### src/rtl/spi_pkg.sv
// Shared definitions for the SPI responder: FSM state encoding and default sizing.
package spi_pkg;

  typedef enum logic {
    IDLE  = 1'b0,
    SHIFT = 1'b1
  } spi_state_t;

  localparam int unsigned SPI_DATA_WIDTH  = 16;
  localparam int unsigned SPI_SYNC_STAGES = 2;

endpackage

### src/rtl/spi_sync_edge.sv
// Multi-stage input synchronizer with rising/falling edge detect on the synchronized level.
module spi_sync_edge #(
  parameter int unsigned STAGES    = 2,
  parameter logic        RESET_VAL = 1'b0
) (
  input  logic clk,
  input  logic rst,
  input  logic d,
  output logic level,
  output logic rise,
  output logic fall
);

  logic [STAGES-1:0] chain;
  logic              prev;

  always_ff @(posedge clk) begin
    if (!rst) begin
      chain <= {STAGES{RESET_VAL}};
      prev  <= RESET_VAL;
    end else begin
      chain <= {chain[STAGES-2:0], d};
      prev  <= chain[STAGES-1];
    end
  end

  assign level = chain[STAGES-1];
  assign rise  = level & ~prev;
  assign fall  = ~level & prev;

endmodule

### src/rtl/spi_slave.sv
// SPI mode-0 responder, MSB first, oversampled on clk, with tx holding register and rx strobe.
// Optional: SPI_SLAVE_MISO_TRISTATE_EN releases miso while raw ss is high.
module spi_slave
  import spi_pkg::*;
#(
  parameter int unsigned             DATA_WIDTH   = SPI_DATA_WIDTH,
  parameter int unsigned             SYNC_STAGES  = SPI_SYNC_STAGES,
  parameter logic [DATA_WIDTH-1:0]   DEFAULT_FILL = '0
) (
  input  logic                  clk,
  input  logic                  rst,
  input  logic                  ss,
  input  logic                  sck,
  input  logic                  mosi,
  output logic                  miso,
  input  logic [DATA_WIDTH-1:0] tx_data,
  input  logic                  tx_valid,
  output logic                  tx_ready,
  output logic [DATA_WIDTH-1:0] rx_data,
  output logic                  new_data,
  output logic                  busy,
  output logic                  underrun,
  output logic                  frame_err
);

  localparam int unsigned CNT_W = (DATA_WIDTH > 1) ? $clog2(DATA_WIDTH) : 1;

  logic ss_s, ss_rise, ss_fall;
  logic sck_s, sck_rise, sck_fall;
  logic mosi_s;

  spi_sync_edge #(.STAGES(SYNC_STAGES), .RESET_VAL(1'b1)) u_ss_sync (
    .clk(clk), .rst(rst), .d(ss), .level(ss_s), .rise(ss_rise), .fall(ss_fall)
  );

  spi_sync_edge #(.STAGES(SYNC_STAGES), .RESET_VAL(1'b0)) u_sck_sync (
    .clk(clk), .rst(rst), .d(sck), .level(sck_s), .rise(sck_rise), .fall(sck_fall)
  );

  spi_sync_edge #(.STAGES(SYNC_STAGES), .RESET_VAL(1'b0)) u_mosi_sync (
    .clk(clk), .rst(rst), .d(mosi), .level(mosi_s), .rise(), .fall()
  );

  spi_state_t            state, state_n;
  logic [CNT_W-1:0]      bit_cnt;
  logic [DATA_WIDTH-1:0] tx_shift, rx_shift, hold_data;
  logic                  hold_full;
  logic                  load, rx_step, tx_step, word_done, abort, ferr;
  logic [DATA_WIDTH-1:0] rx_next;
  logic                  miso_int;

  assign rx_next = {rx_shift[DATA_WIDTH-2:0], mosi_s};

  always_ff @(posedge clk) begin
    if (!rst) state <= IDLE;
    else      state <= state_n;
  end

  // ss rising edge wins over any coincident sck edge; a falling sck with the
  // counter at 0 inside a frame is the end of a word and reloads like a frame start.
  always_comb begin
    state_n   = state;
    load      = 1'b0;
    rx_step   = 1'b0;
    tx_step   = 1'b0;
    word_done = 1'b0;
    abort     = 1'b0;
    ferr      = 1'b0;
    unique case (state)
      IDLE: begin
        if (ss_fall) begin
          state_n = SHIFT;
          load    = 1'b1;
        end
      end
      SHIFT: begin
        if (ss_rise) begin
          state_n = IDLE;
          abort   = 1'b1;
          ferr    = (bit_cnt != '0);
        end else if (sck_rise) begin
          rx_step   = 1'b1;
          word_done = (bit_cnt == CNT_W'(DATA_WIDTH - 1));
        end else if (sck_fall) begin
          if (bit_cnt == '0) load    = 1'b1;
          else               tx_step = 1'b1;
        end
      end
      default: state_n = IDLE;
    endcase
  end

  always_ff @(posedge clk) begin
    if (!rst) begin
      bit_cnt   <= '0;
      tx_shift  <= '0;
      rx_shift  <= '0;
      hold_data <= '0;
      hold_full <= 1'b0;
      rx_data   <= '0;
      new_data  <= 1'b0;
      underrun  <= 1'b0;
      frame_err <= 1'b0;
    end else begin
      new_data  <= 1'b0;
      underrun  <= 1'b0;
      frame_err <= ferr;

      if (load) begin
        if (hold_full) begin
          tx_shift  <= hold_data;
          hold_full <= 1'b0;
        end else begin
          tx_shift <= DEFAULT_FILL;
          underrun <= 1'b1;
        end
      end else if (tx_step) begin
        tx_shift <= {tx_shift[DATA_WIDTH-2:0], 1'b0};
      end

      // Only accepted while empty, so it never collides with the load clearing hold_full.
      if (tx_valid && !hold_full) begin
        hold_data <= tx_data;
        hold_full <= 1'b1;
      end

      if (abort || (load && state == IDLE)) begin
        bit_cnt  <= '0;
        rx_shift <= '0;
      end else if (rx_step) begin
        rx_shift <= rx_next;
        if (word_done) begin
          bit_cnt  <= '0;
          rx_data  <= rx_next;
          new_data <= 1'b1;
        end else begin
          bit_cnt <= bit_cnt + 1'b1;
        end
      end
    end
  end

  assign tx_ready = ~hold_full;
  assign busy     = (state == SHIFT);
  assign miso_int = (state == SHIFT) ? tx_shift[DATA_WIDTH-1] : 1'b0;

`ifdef SPI_SLAVE_MISO_TRISTATE_EN
  assign miso = ss ? 1'bz : miso_int;
`else
  assign miso = miso_int;
`endif

endmodule

### config.mk
export PLATFORM = sky130hd
export DESIGN_NAME = spi_slave
export DESIGN_NICKNAME = d
export VERILOG_FILES = /design/src/rtl/spi_pkg.sv /design/src/rtl/spi_sync_edge.sv /design/src/rtl/spi_slave.sv
export SDC_FILE = /design/constraint.sdc
export NUM_CORES = 1
export LEC_CHECK = 0
export ABC_AREA = 1
export CORE_MARGIN = 1
export CORE_UTILIZATION = 30
export CTS_CLUSTER_SIZE = 10
export DETAILED_ROUTE_END_ITERATION = 7
export HOLD_SLACK_MARGIN = 0.15
export SLEW_MARGIN = 20
export SYNTH_ARGS = -nofsm -noshare
export SYNTH_HDL_FRONTEND = slang
export SYNTH_SLANG_ARGS = --single-unit
### constraint.sdc
create_clock -name clk -period 3.5 [get_ports clk]
set_input_delay 0.35 -clock clk [delete_from_list [all_inputs] [get_ports clk]]
set_output_delay 0.35 -clock clk [all_outputs]
set_load 0.02 [all_outputs]
==> impl_metrics.json <==
{
  "globalRouteMet3Util_pct": 3.95,
  "ioPinCount": 44,
  "setup.worst_path.class": "register to output port",
  "final_nets": 471,
  "period_minus_slack_ns": 2.09,
  "worst-endpoint-arrival_ns": 1.74,
  "yosysTopAreaCellShare_pct": 51.2,
  "ir_drop_mv": 0.222,
  "power.sequential.fraction_pct": 55.2,
  "power.internal_mw": 1.34,
  "p_switching_mw": 0.400,
  "placed_cells_incl_taps": 569,
  "yosys.area.top_type": "sky130_fd_sc_hd__dfxtp_1",
  "die-width_um": 104,
  "post_synth_xor_area_fraction_pct": 0,
  "synthesized_area_per_cell_um2": 7.57,
  "postRouteAntennaNets": 0,
  "power.share.switching_pct": 23.0,
  "first_pass_iters": 4,
  "tritoncts_num_sinks": 80,
  "tightestPinTransition_ns": 0.735,
  "clock_tree.buffer_depth": 2,
  "grt_use_met1_pct": 15.3,
  "leftover_overflow_at_the_end_of_global_routing": 0,
  "pwr-share-clk_pct": 37.5,
  "worst_setup_path_end_kind": "output port",
  "clock_tree.htree_level_count": 3,
  "yosys.cell_types.count": 25,
  "timing.final.crit_share_pct": 59.7,
  "antenna_violations_before_repair": 0,
  "grt_start_max_net_pins": 40,
  "cts.root.buffer_cell": "sky130_fd_sc_hd__clkbuf_8",
  "min_path_type": "register to register",
  "wl_final_um": 6470,
  "clk-insertion-delay-late_ns": 0.34,
  "syn2layout_area_growth_pct": 21.6,
  "number_of_input_and_output_port_buffers_inserted": 43,
  "synthesis.yosys.warnings": 0,
  "detailedPlacementHpwl_um": 4300,
  "placedInstanceArea_um2": 3620,
  "std_cell_rows": 36,
  "status": "finished clean",
  "detail_route.vias_per_cell": 4.54,
  "grt.total_usage_pct": 12.7,
  "routabilityCongestion": 0.773,
  "skew_ns": 0.00392,
  "grt_busiest_layer": "met2",
  "synth-compound-area-share_pct": 11.5,
  "crit_path_max_incr_delay_ns": 0.59,
  "report.final.setup_viol": 0,
  "finalHoldViolations": 0,
  "ctsHoldBuffers": 0,
  "synthesis.instances": 413,
  "unrepaired_setup_endpoints_after_global_routing": "no",
  "maxClockFrequency_mhz": 478,
  "yosys-top-cells-area": "sky130_fd_sc_hd__dfxtp_1, sky130_fd_sc_hd__nand2_1, sky130_fd_sc_hd__nor2_1",
  "synth_top_family_by_area": "simple AND/OR/NAND/NOR gates",
  "power_density_nw_per_um2": 456,
  "post-cts-setup-buffer-count": 0,
  "netlist_area_um2": 3130,
  "synth_simple_gate_area_share_pct": 29.6,
  "power_leakage_nw": 1.47,
  "slowest_cell_on_the_critical_path": "sky130_fd_sc_hd__clkdlybuf4s50_1",
  "finish.cell_count_without_fillers": 584,
  "layout-drive-gt1-share_pct": 6.87,
  "startpoint_type": "register",
  "m2_gr_usage_pct": 21.6,
  "die_h_um": 104,
  "detail_route.iter0.violations": 94,
  "drcViolationCount": 0,
  "synth_net_count": 437,
  "fraction_of_synthesized_area_in_multiplexers_pct": 0,
  "yosys.area_share.adder_pct": 0.800,
  "power_mw": 1.74,
  "postSynthRegisterBits": 80,
  "final_max_slew_viol_count": 0,
  "antenna_diodes": 0,
  "cts_repair_resize_count": 0,
  "final_area_um2": 3800,
  "coreArea_um2": 9950,
  "timing.max_cap.violations": 0,
  "timing.critical_path.cells": "buf_4 -> nand2_1 -> inv_1 -> clkdlybuf4s50_1",
  "die_area_um2": 10800,
  "grt_pass1_vias": 2454,
  "seq_area_frac_synth_pct": 51.2,
  "power.share.combinational_pct": 7.3,
  "fin_tns_setup_ns": 0,
  "tritoncts": "built",
  "timing.slew.headroom_pct": 51.0,
  "cts_made_buffers": 9,
  "routed-via-count": 2650,
  "effective_utilization_at_floorplan_pct": 31.4,
  "worstPathRequired_ns": 3.15,
  "route.detailed.wl_per_inst_um": 11.1,
  "grt_pass1_wl_um": 11200,
  "worst_setup_hold_path_clk_slew_ns": 0.07,
  "worstPathMaxFanout": 22
}
==> state kept, by name (all words and copies together) (netlist names) <==
register and count:
hold_data 16, rx_data 16, tx_shift 16, rx_shift 15
bit_cnt 4, u_mosi_sync.chain 2, u_sck_sync.chain 2, u_ss_sync.chain 2
busy 1, frame_err 1, hold_full 1, new_data 1
u_sck_sync.prev 1, u_ss_sync.prev 1, underrun 1
==> final cells by class <==
type	instances	area, um^2
clock buffer	11	141
clock inverter	4	45.0
fill	1053	6150
inverter	21	78.8
multi-input combinational	288	1310
sequential	80	1600
tap	133	166
timing repair buffer	47	460
==> power by group through the flow <==
stage	sequential, mW	combinational, mW	clock [mW]
finish	0.958	0.126	0.651
global route	0.961	0.143	0.707
CTS	0.958	0.128	0.669
detailed placement	0.979	0.128	0
global placement	0.978	0.126	0
floorplan	0.975	0.0867	0
==> layout by cell type, fill, tap and decap left out, types with 2 or more instances in the layout <==
| master | n |
|---|---|
| sky130_fd_sc_hd__clkinv_2 | 3 |
| sky130_fd_sc_hd__clkdlybuf4s50_1 | 43 |
| sky130_fd_sc_hd__dfxtp_1 | 80 |
| sky130_fd_sc_hd__nor2_1 | 68 |
| sky130_fd_sc_hd__a21oi_1 | 35 |
| sky130_fd_sc_hd__nand2_1 | 98 |
| sky130_fd_sc_hd__nand3_1 | 21 |
| sky130_fd_sc_hd__nand3b_1 | 2 |
| sky130_fd_sc_hd__o21ai_0 | 35 |
| sky130_fd_sc_hd__or2_2 | 2 |
| sky130_fd_sc_hd__ha_1 | 2 |
| sky130_fd_sc_hd__nand2_2 | 2 |
| sky130_fd_sc_hd__nand4_1 | 16 |
| sky130_fd_sc_hd__inv_1 | 17 |
| sky130_fd_sc_hd__inv_2 | 4 |
| sky130_fd_sc_hd__buf_4 | 4 |
| sky130_fd_sc_hd__clkbuf_8 | 10 |
| sky130_fd_sc_hd__nand3_2 | 2 |
==> layer usage <==
metal | up-vias | part of all wire (%)
met3 | 4 | 5.4
li1 | 1410 | -
met2 | 78 | 47
met4 | 0 | 0.93
met5 | - | 0
met1 | 1158 | 46
==> cells in the mapped netlist, drive strengths merged <==
cell type,count
nor2,69
a21oi,36
or2,2
nand3b,2
dfxtp,80
o21ai,35
nand2,100
clkbuf,8
nand4,17
nor3b,1
buf,16
nand3,23
inv,21
ha,2
nor3,1
==> worst max-delay path, delay by kind of cell (launching register included) <==
family                 cells  cell delay (ns)
buffers and inverters      3             0.93
DFF                        1             0.38
and+or+nand+nor            1             0.09
==> metrics by stage <==
stage	hold slack, ns	utilization (%)	setup slack [ns]
2_1_floorplan	0.390	-	2.00
3_3_place_gp	0.397	36.3	1.23
3_5_place_dp	0.402	36.3	1.18
4_1_cts	0.421	38.2	1.36
5_1_grt	0.436	38.2	1.14
6_report	0.417	38.2	1.41
==> kinds of logic after synthesis <==
kind of cell,after synthesis
and+or+nand+nor,215
DFF,80
buffers and inverters,45
AOI/OAI and AO/OA,71
adders and majority gates,2
==> worst paths after layout <==
check / start / to / slack (ns) / cells past startpoint
hold reg to reg: u_ss_sync.chain[0] / u_ss_sync.chain[1] / 0.42 / 1
hold / removal: u_ss_sync.chain[0] / u_ss_sync.chain[1] / 0.42 / 1
setup reg to reg: u_ss_sync.prev / tx_shift[13] / 1.43 / 7
setup / recovery: busy / miso / 1.41 / 4
Note: power is estimated with default switching activity, not from simulation.
